File: config.mk
export PLATFORM = sky130hd
export DESIGN_NAME = prime_prefetch
export DESIGN_NICKNAME = d
export VERILOG_FILES = /design/src/rtl/prime_prefetch.sv
export SDC_FILE = /design/constraint.sdc
export NUM_CORES = 1
export LEC_CHECK = 0
export ABC_AREA = 0
export BUFFER_PORTS_ARGS = -buffer_cell sky130_fd_sc_hd__buf_4
export CORE_AREA = 2 2 92 94
export CTS_BUF_LIST = sky130_fd_sc_hd__clkbuf_4 sky130_fd_sc_hd__clkbuf_8
export DETAILED_ROUTE_END_ITERATION = 10
export DIE_AREA = 0 0 94 96
export PLACE_DENSITY = 0.62
export SYNTH_ARGS = -nofsm -noshare
export SYNTH_HDL_FRONTEND = slang
export SYNTH_SLANG_ARGS = --single-unit
File: constraint.sdc
create_clock -name clk -period 5.6 [get_ports clk]
set_clock_uncertainty 0.05 [all_clocks]
set_input_delay 0.28 -clock clk [delete_from_list [all_inputs] [get_ports clk]]
set_output_delay 0.28 -clock clk [all_outputs]
set_load 0.05 [all_outputs]
File: src/rtl/prime_prefetch.sv
`timescale 1ns/1ps
// prime_prefetch: autonomously requests successive primes from primogen and
// stages them in a small first-word-fall-through FIFO for a downstream reader.
// Only one request is ever outstanding, and a request is only issued when a
// FIFO slot is guaranteed free, so the push side never sees a full FIFO.
module prime_prefetch #(
  parameter int DEPTH    = 4,
  parameter int DROP_ONE = 1,
  parameter int W        = 16
) (
  input  logic                         clk,
  input  logic                         rst,
  output logic                         gen_go,
  input  logic                         gen_ready,
  input  logic                         gen_error,
  input  logic [W-1:0]                 gen_res,
  input  logic                         rd_en,
  output logic [W-1:0]                 rd_data,
  output logic                         rd_valid,
  output logic [$clog2(DEPTH+1)-1:0]   count,
  output logic                         err,
  output logic                         idle
);

  localparam int            CW      = $clog2(DEPTH+1);
  localparam int            AW      = $clog2(DEPTH);
  localparam logic [CW-1:0] DEPTH_C = CW'(DEPTH);
  localparam bit            DROP    = (DROP_ONE != 0);

  typedef enum logic [2:0] {
    WAIT_INIT,
    WAIT_SPACE,
    REQ,
    WAIT_DROP,
    WAIT_RES,
    DONE
  } state_t;

  state_t         state;
  logic [W-1:0]   mem [DEPTH];
  logic [AW-1:0]  wr_ptr;
  logic [AW-1:0]  rd_ptr;
  logic           push;
  logic           pop;
  logic [CW-1:0]  count_after_pop;

  // Head is read straight from storage, so a push is visible one cycle later.
  assign rd_valid        = (count != '0);
  assign rd_data         = mem[rd_ptr];
  assign pop             = rd_en && rd_valid;
  assign count_after_pop = count - CW'(pop);

  // A response is stored unless it carries an error or is the discarded
  // post-reset value 1.
  always_comb begin
    push = 1'b0;
    case (state)
      WAIT_INIT: push = gen_ready && !gen_error && !(DROP && (gen_res == W'(1)));
      WAIT_RES:  push = gen_ready && !gen_error;
      default:   push = 1'b0;
    endcase
  end

  // Request sequencer: one outstanding request, gen_go and idle registered.
  always_ff @(posedge clk or negedge rst) begin
    if (!rst) begin
      state  <= WAIT_INIT;
      gen_go <= 1'b0;
      err    <= 1'b0;
      idle   <= 1'b0;
    end else begin
      gen_go <= 1'b0;
      case (state)
        WAIT_INIT: begin
          if (gen_ready) begin
            idle <= 1'b1;
            if (gen_error) begin
              state <= DONE;
              err   <= 1'b1;
            end else begin
              state <= WAIT_SPACE;
            end
          end
        end
        WAIT_SPACE: begin
          // Space is judged after this cycle's pop so a freed slot is reused at once.
          if (count_after_pop < DEPTH_C) begin
            state  <= REQ;
            gen_go <= 1'b1;
            idle   <= 1'b0;
          end
        end
        REQ: begin
          state <= WAIT_DROP;
        end
        WAIT_DROP: begin
          if (!gen_ready) state <= WAIT_RES;
        end
        WAIT_RES: begin
          if (gen_ready) begin
            idle <= 1'b1;
            if (gen_error) begin
              state <= DONE;
              err   <= 1'b1;
            end else begin
              state <= WAIT_SPACE;
            end
          end
        end
        DONE: begin
          idle <= 1'b1;
        end
        default: begin
          state <= WAIT_INIT;
          idle  <= 1'b0;
        end
      endcase
    end
  end

  // FIFO bookkeeping: pointers wrap naturally because DEPTH is a power of two.
  always_ff @(posedge clk or negedge rst) begin
    if (!rst) begin
      wr_ptr <= '0;
      rd_ptr <= '0;
      count  <= '0;
    end else begin
      if (push) wr_ptr <= wr_ptr + AW'(1);
      if (pop)  rd_ptr <= rd_ptr + AW'(1);
      if (push && !pop)      count <= count + CW'(1);
      else if (pop && !push) count <= count - CW'(1);
    end
  end

  // FIFO storage holds data only and needs no reset.
  always_ff @(posedge clk) begin
    if (push) mem[wr_ptr] <= gen_res;
  end

endmodule

Word level (Yosys, flattened, before mapping)
Memory sizes are Yosys's and may differ from the RTL's.
Index checks and enable logic that the tools add are counted.

word-level totals
  register bits = 13
  bits in latches = 0
  RAM bits = 64
  bits in read-only memories = 0
  input bits = 21
  output and inout port bits = 23
  memories = 1

operators by class
  $add $sub $neg = 5
  $mul = 0
  divide/modulo/power cells = 0
  order comparisons = 1
  eq/ne operators = 9
  shift-type cells = 0
  muxes and demuxes = 15
  bitwise logic cells = 2
  reduce and logical (&&, ||, !) cells = 17

memory list
  name  words  width  rd ports  clocked after memory_dff  write ports  line  text
  mem   4      16     1         0                         1            40    logic [W-1:0] mem [DEPTH];

operators with widths
  kind                                                   count
  two-way mux 3 bit                                      6
  == test 16 x 1 -> 1 bit, second input constant         1
  one-hot mux 3 bit (5 select lines)                     1
  == test 3 x 2 -> 1 bit, second input constant          2
  == test 3 bit, second input constant                   2
  two-way mux 1 bit                                      6
  AND reduction 3 bit                                    2
  logical AND 1 bit                                      5
  adder 2 x 1 -> 2 bit, second input constant            2
  zero test 1 bit                                        4
  inequality test 2 bit, second input constant           2
  one-hot mux 1 bit (4 select lines)                     1
  AND reduction 4 bit                                    1
  OR reduction 2 bit                                     2
  adder 3 x 1 -> 3 bit, second input constant            1
  == test 3 x 1 -> 1 bit, second input constant          1
  zero test 3 bit                                        1
  less-than comparator 3 bit, second input constant      1
  nonzero test 3 bit                                     1
  subtractor 3 x 1 -> 3 bit                              1
  subtractor 3 x 1 -> 3 bit, second input constant       1
  inequality test 2 x 1 -> 1 bit, second input constant  1
  inverter 1 bit                                         2
  one-hot mux 1 bit (2 select lines)                     1
  nonzero test 2 bit                                     1

Longest topological paths before layout
  depth in word-level cells = 8
  depth in mapped cells = 10
  depth with buffers taken out = 9

Least setup slack after synthesis
Ideal clock, no wire load.

  kind = register to register
  start point = register count[0]
  end point = register count[2]
  setup time = 0.082 ns
  arrival = 2.451 ns
  data required time = 5.468 ns
  setup slack = 3.017 ns
  stages on the path, launching flop included = 9
  buffers on the path = 0
  clock period less this slack = 2.583 ns
  cells stage by stage = dfrtp_1 > or3_1 > nand2_1 > ha_1 > inv_1 > fa_1 > xor2_1 > nor2_1 > xor2_1

on the way
  longest elaborated chain between the ends = 5
  elaborated cells on any way between the ends = 10
  those cells by class = add/sub (2); mux (2); reduce/logical (6)

RTL lines
  what                                                     line  text
  start, declared                                          20    output logic [$clog2(DEPTH+1)-1:0] count,
  start signal, assigned                                   130   if (push && !pop) count <= count + CW'(1);
  start signal, assigned                                   131   else if (pop && !push) count <= count - CW'(1);
  nonzero test 3 bit *                                     48    assign rd_valid = (count != '0);
  via rd_valid                                             19    output logic rd_valid,
  logical AND 1 bit *                                      50    assign pop = rd_en && rd_valid;
  zero test 1 bit                                          130
  logical AND 1 bit                                        130
  two-way mux 3 bit or nonzero test 2 bit (tied branches)  n/a

The timed path passes the listed nets; every way through them passes the cells marked *. The select of a mux whose other input is x is not followed.
A chain may end at the register's enable or synchronous reset.

Worst setup path in the final report
  start point = register state[1]
  end point = register count[2]

on the way
  longest elaborated chain between the ends = 5
  elaborated cells on any way between the ends = 8
  those cells by class = eq/ne (1); mux (2); reduce/logical (5)

RTL lines
  what                                              line  text
  start, declared                                   39    state_t state;
  start signal, assigned                            67    state <= WAIT_INIT;
  start signal, assigned                            78    state <= DONE;
  start signal, assigned                            81    state <= WAIT_SPACE;
  == test 3 bit or zero test 3 bit (tied branches)  57    case (state)
  one-hot mux 1 bit (2 select lines) *              57
  via push                                          43    logic push;
  zero test 1 bit                                   131
  logical AND 1 bit                                 131
  nonzero test 2 bit (no line)                      n/a

The timed path passes the listed nets; every way through them passes the cells marked *.

==> impl_metrics.env <==
export IMPL_drive_gt1_share_pct=38.8
export IMPL_crit_path_start="state[1]$_DFFE_PN0P_"
export IMPL_clock_buffer_count_from_cts=9
export IMPL_synth_area_per_cell_sq_um=19.9
export IMPL_initial_core_util_pct=38.0
export IMPL_floorplan_die_width_um=94
export IMPL_viasPerCell=4.88
export IMPL_grt_total_usage_pct=13.2
export IMPL_grt_pass1_wl_um=8470
export IMPL_rr_endpoint="count[2]$_DFFE_PN0P_"
export IMPL_cts_max_level=3
export IMPL_cts_reportedPaths_clkPinSlew_ns=0.08
export IMPL_final_layout_setup_total_negative_slack_ns=0
export IMPL_antenna_cells_inserted=0
export IMPL_ffs_latches_synth=77
export IMPL_clock_path_buffers=2
export IMPL_unrepaired_setup_endpoints_after_global_routing="no"
export IMPL_dominantRegCellSynth="sky130_fd_sc_hd__edfxtp_1"
export IMPL_final_critical_delay_including_setup_and_external_delays_ns=2.36
export IMPL_boundaryPins=44
export IMPL_layout_nets=231
export IMPL_fp_row_count=33
export IMPL_powerDensity_nw_per_um2=547
export IMPL_reg2reg_setup_slack_ns=3.24
export IMPL_critPathSlowestCell="sky130_fd_sc_hd__dfrtp_1"
export IMPL_grt_antenna_before_repair=0
export IMPL_cap_violations=0
export IMPL_syn_nets=181
export IMPL_tritoncts_clock_tree="done"
export IMPL_clock_root_buffer="sky130_fd_sc_hd__clkbuf_8"
export IMPL_placeable_area_sq_um=8050
export IMPL_insertion_delay_ns=0.34
export IMPL_drt_drc_violations_left=0
export IMPL_globalRoute_totalOverflow=0
export IMPL_area_growth_syn_to_layout_pct=21.7
export IMPL_drt_first_pass_iters=4
export IMPL_synth_area_top_cells="sky130_fd_sc_hd__edfxtp_1, sky130_fd_sc_hd__mux4_2, sky130_fd_sc_hd__dfrtp_1, sky130_fd_sc_hd__ha_1, sky130_fd_sc_hd__xnor2_1"
export IMPL_detail_route_antenna_nets=0
export IMPL_post_cts_setup_buffer_count=0
export IMPL_routedWlPerCell_um=17.2
export IMPL_worst_r2r_startpoint="state[1]$_DFFE_PN0P_"
export IMPL_cp_required_ns=5.81
export IMPL_ctsResizeCount=0
export IMPL_hold_path_startpoint="gen_res[6]"
export IMPL_setup_viol_count_final=0
export IMPL_final_core_util_pct=46.3
export IMPL_routed_via_count=1532
export IMPL_worst_endpoint_arrival_ns=2.57
export IMPL_full_die_area_sq_um=9020
export IMPL_tritoncts_num_sinks=77
export IMPL_die_h_um=96
export IMPL_via_count_of_the_first_global_routing_pass=1623
export IMPL_finish_instance_area_sq_um=3730
export IMPL_worst_path_dominant_cell_family="adder cells"
export IMPL_place_hpwl_um=3460
export IMPL_fmax_ghz=0.423
export IMPL_yosysUniqueCellTypes=36
export IMPL_synth_yosys_seq_area_share_pct=73.4
export IMPL_post_cts_hold_buffer_count=1
export IMPL_timing_hold_worst_class="input pin to flip-flop"
export IMPL_detail_route_wirelength_um=5400
export IMPL_worst_slew_margin_rel_pct=42.1
export IMPL_largest_net_degree_at_the_start_of_global_routing=18
export IMPL_detailedPlace_worstSlack_ns=3.15
export IMPL_critical_path_endpoint_type="flip-flop"
export IMPL_min_path_cells=1
export IMPL_timing_max_transition_violations_final=0
export IMPL_final_hold_violation_count=0
export IMPL_number_of_cells_traversed_by_the_worst_register_to_register_path=9
export IMPL_critPathBufInv=1
export IMPL_fin_crit_sh_pct=42.2
export IMPL_placed_cell_area_sq_um=3500
export IMPL_fraction_of_synthesis_flops_using_an_asynchronous_set_or_reset_pin_pct=16.9
export IMPL_portBuffers=43
export IMPL_critical_path_max_fanout=9
export IMPL_synth_edf_count=64
export IMPL_worst_path_cell_trace="nor2_1 -> nand3b_1 -> a21oi_2 -> ha_1 -> inv_1 -> fa_1 -> xor2_1 -> nor2_1 -> xor2_1"
export IMPL_netlist_area_sq_um=3060
export IMPL_hold_end="mem[0][6]$_DFFE_PP_"
export IMPL_synth_top_area_cell="sky130_fd_sc_hd__edfxtp_1"
export IMPL_place_gp_congestion=0.715
export IMPL_cpPeakStageDelay_ns=0.49
export IMPL_tightest_slew_ns=0.868
export IMPL_vdd_ir_drop_worst_v=0.000292
export IMPL_drt_iter0_markers=61
export IMPL_outcome="complete, no violations"
export IMPL_power_static_leakage_nw=1.33
export IMPL_synth_top_cell_area_share_pct=62.8
export IMPL_gate_count_of_the_mapped_netlist=154
export IMPL_synth_yosys_warnings=0
export IMPL_worstSetupStartpointType="flip-flop"
export IMPL_layout_setup_ws_ns=3.24
export IMPL_critical_setup_path_class="flip-flop to flip-flop"
[stage by stage]
| stage | instances | power [mW] | hold slack, ns |
|---|---|---|---|
| after floorplan | 154 | 1.38 | -0.0656 |
| after global placement | 297 | 1.60 | 0.0864 |
| after detailed placement | 297 | 1.60 | 0.0866 |
| after CTS | 314 | 2.06 | 0.0759 |
| after global routing | 314 | 2.14 | 0.0820 |
| final | 314 | 2.04 | 0.0957 |
[per-layer routing]
| layer | GRT usage (%) | wire length, um | vias to the layer above |
|---|---|---|---|
| met2 | 21.3 | 2610 | 41 |
| met3 | 3.37 | 227 | 8 |
| li1 | - | - | 712 |
| met1 | 16.8 | 2480 | 771 |
| met4 | 6.16 | 73 | 0 |
| met5 | 0 | 0 | - |
[logic make-up (layout without fill, tap and decap cells)]
logic type | count (synthesis) | count (layout) | synth area share [%]
AND/OR/NAND/NOR | 26 | 26 | 5.60
adder cells (fa/ha/maj) | 6 | 6 | 2.70
buffers and inverters | 10 | 65 | 1.35
XOR/XNOR | 6 | 6 | 1.72
flip-flops | 77 | 77 | 73.4
multiplexers | 19 | 19 | 13.0
AO/OA/AOI/OAI | 10 | 10 | 2.29
[synthesized netlist by cell type (3+ instances only)]
master                     count
sky130_fd_sc_hd__and2_1        4
sky130_fd_sc_hd__buf_2         3
sky130_fd_sc_hd__clkbuf_1      3
sky130_fd_sc_hd__dfrtp_1      13
sky130_fd_sc_hd__edfxtp_1     64
sky130_fd_sc_hd__ha_1          5
sky130_fd_sc_hd__inv_1         4
sky130_fd_sc_hd__mux4_2       16
sky130_fd_sc_hd__nor2_1        5
sky130_fd_sc_hd__nor2b_1       3
sky130_fd_sc_hd__xnor2_1       4
[sequential cells by signal (all words and copies together) (netlist names)]
register / cells
wr_ptr: 2
mem: 64
gen_go: 1
idle: 1
count: 3
rd_ptr: 2
err: 1
state: 3
[final cells by class]
| cell class | instances | area, sq um |
|---|---|---|
| Multi-Input combinational cell | 67 | 773 |
| Tap cell | 105 | 131 |
| Clock buffer | 10 | 131 |
| Fill cell | 699 | 4330 |
| Clock inverter | 6 | 87.6 |
| Inverter | 4 | 15.0 |
| Timing Repair Buffer | 45 | 340 |
| Sequential cell | 77 | 2250 |
[worst max-delay path by stage]
stage,depth (start not counted),end
4_1_cts,3,rd_data[2]
5_1_grt,9,count[2]$_DFFE_PN0P_
2_1_floorplan,8,count[2]$_DFFE_PN0P_
3_5_place_dp,8,count[1]$_DFFE_PN0P_
3_3_place_gp,8,count[1]$_DFFE_PN0P_
6_report,9,count[2]$_DFFE_PN0P_
[cell usage in the layout, fill, tap and decap left out, drive strengths merged, types with 2 or more instances in the layout]
cell,n
dfrtp,13
buf,44
mux2,2
bufinv,2
nand2b,2
o21ai,2
a21oi,2
edfxtp,64
xor2,2
mux4,16
nor2b,3
ha,5
nor4,3
nor2,5
clkinv,2
clkinvlp,2
xnor2,4
and2,4
nor3,2
clkbuf,10
inv,4
[power by group]
group          total (mW)  internal (mW)  leakage [nW]  switching [mW]
clock               0.459          0.255         0.104           0.204
sequential          0.788          0.694         0.729          0.0944
combinational       0.790          0.307         0.493           0.483
No activity file was read; power rests on OpenSTA's default activity.
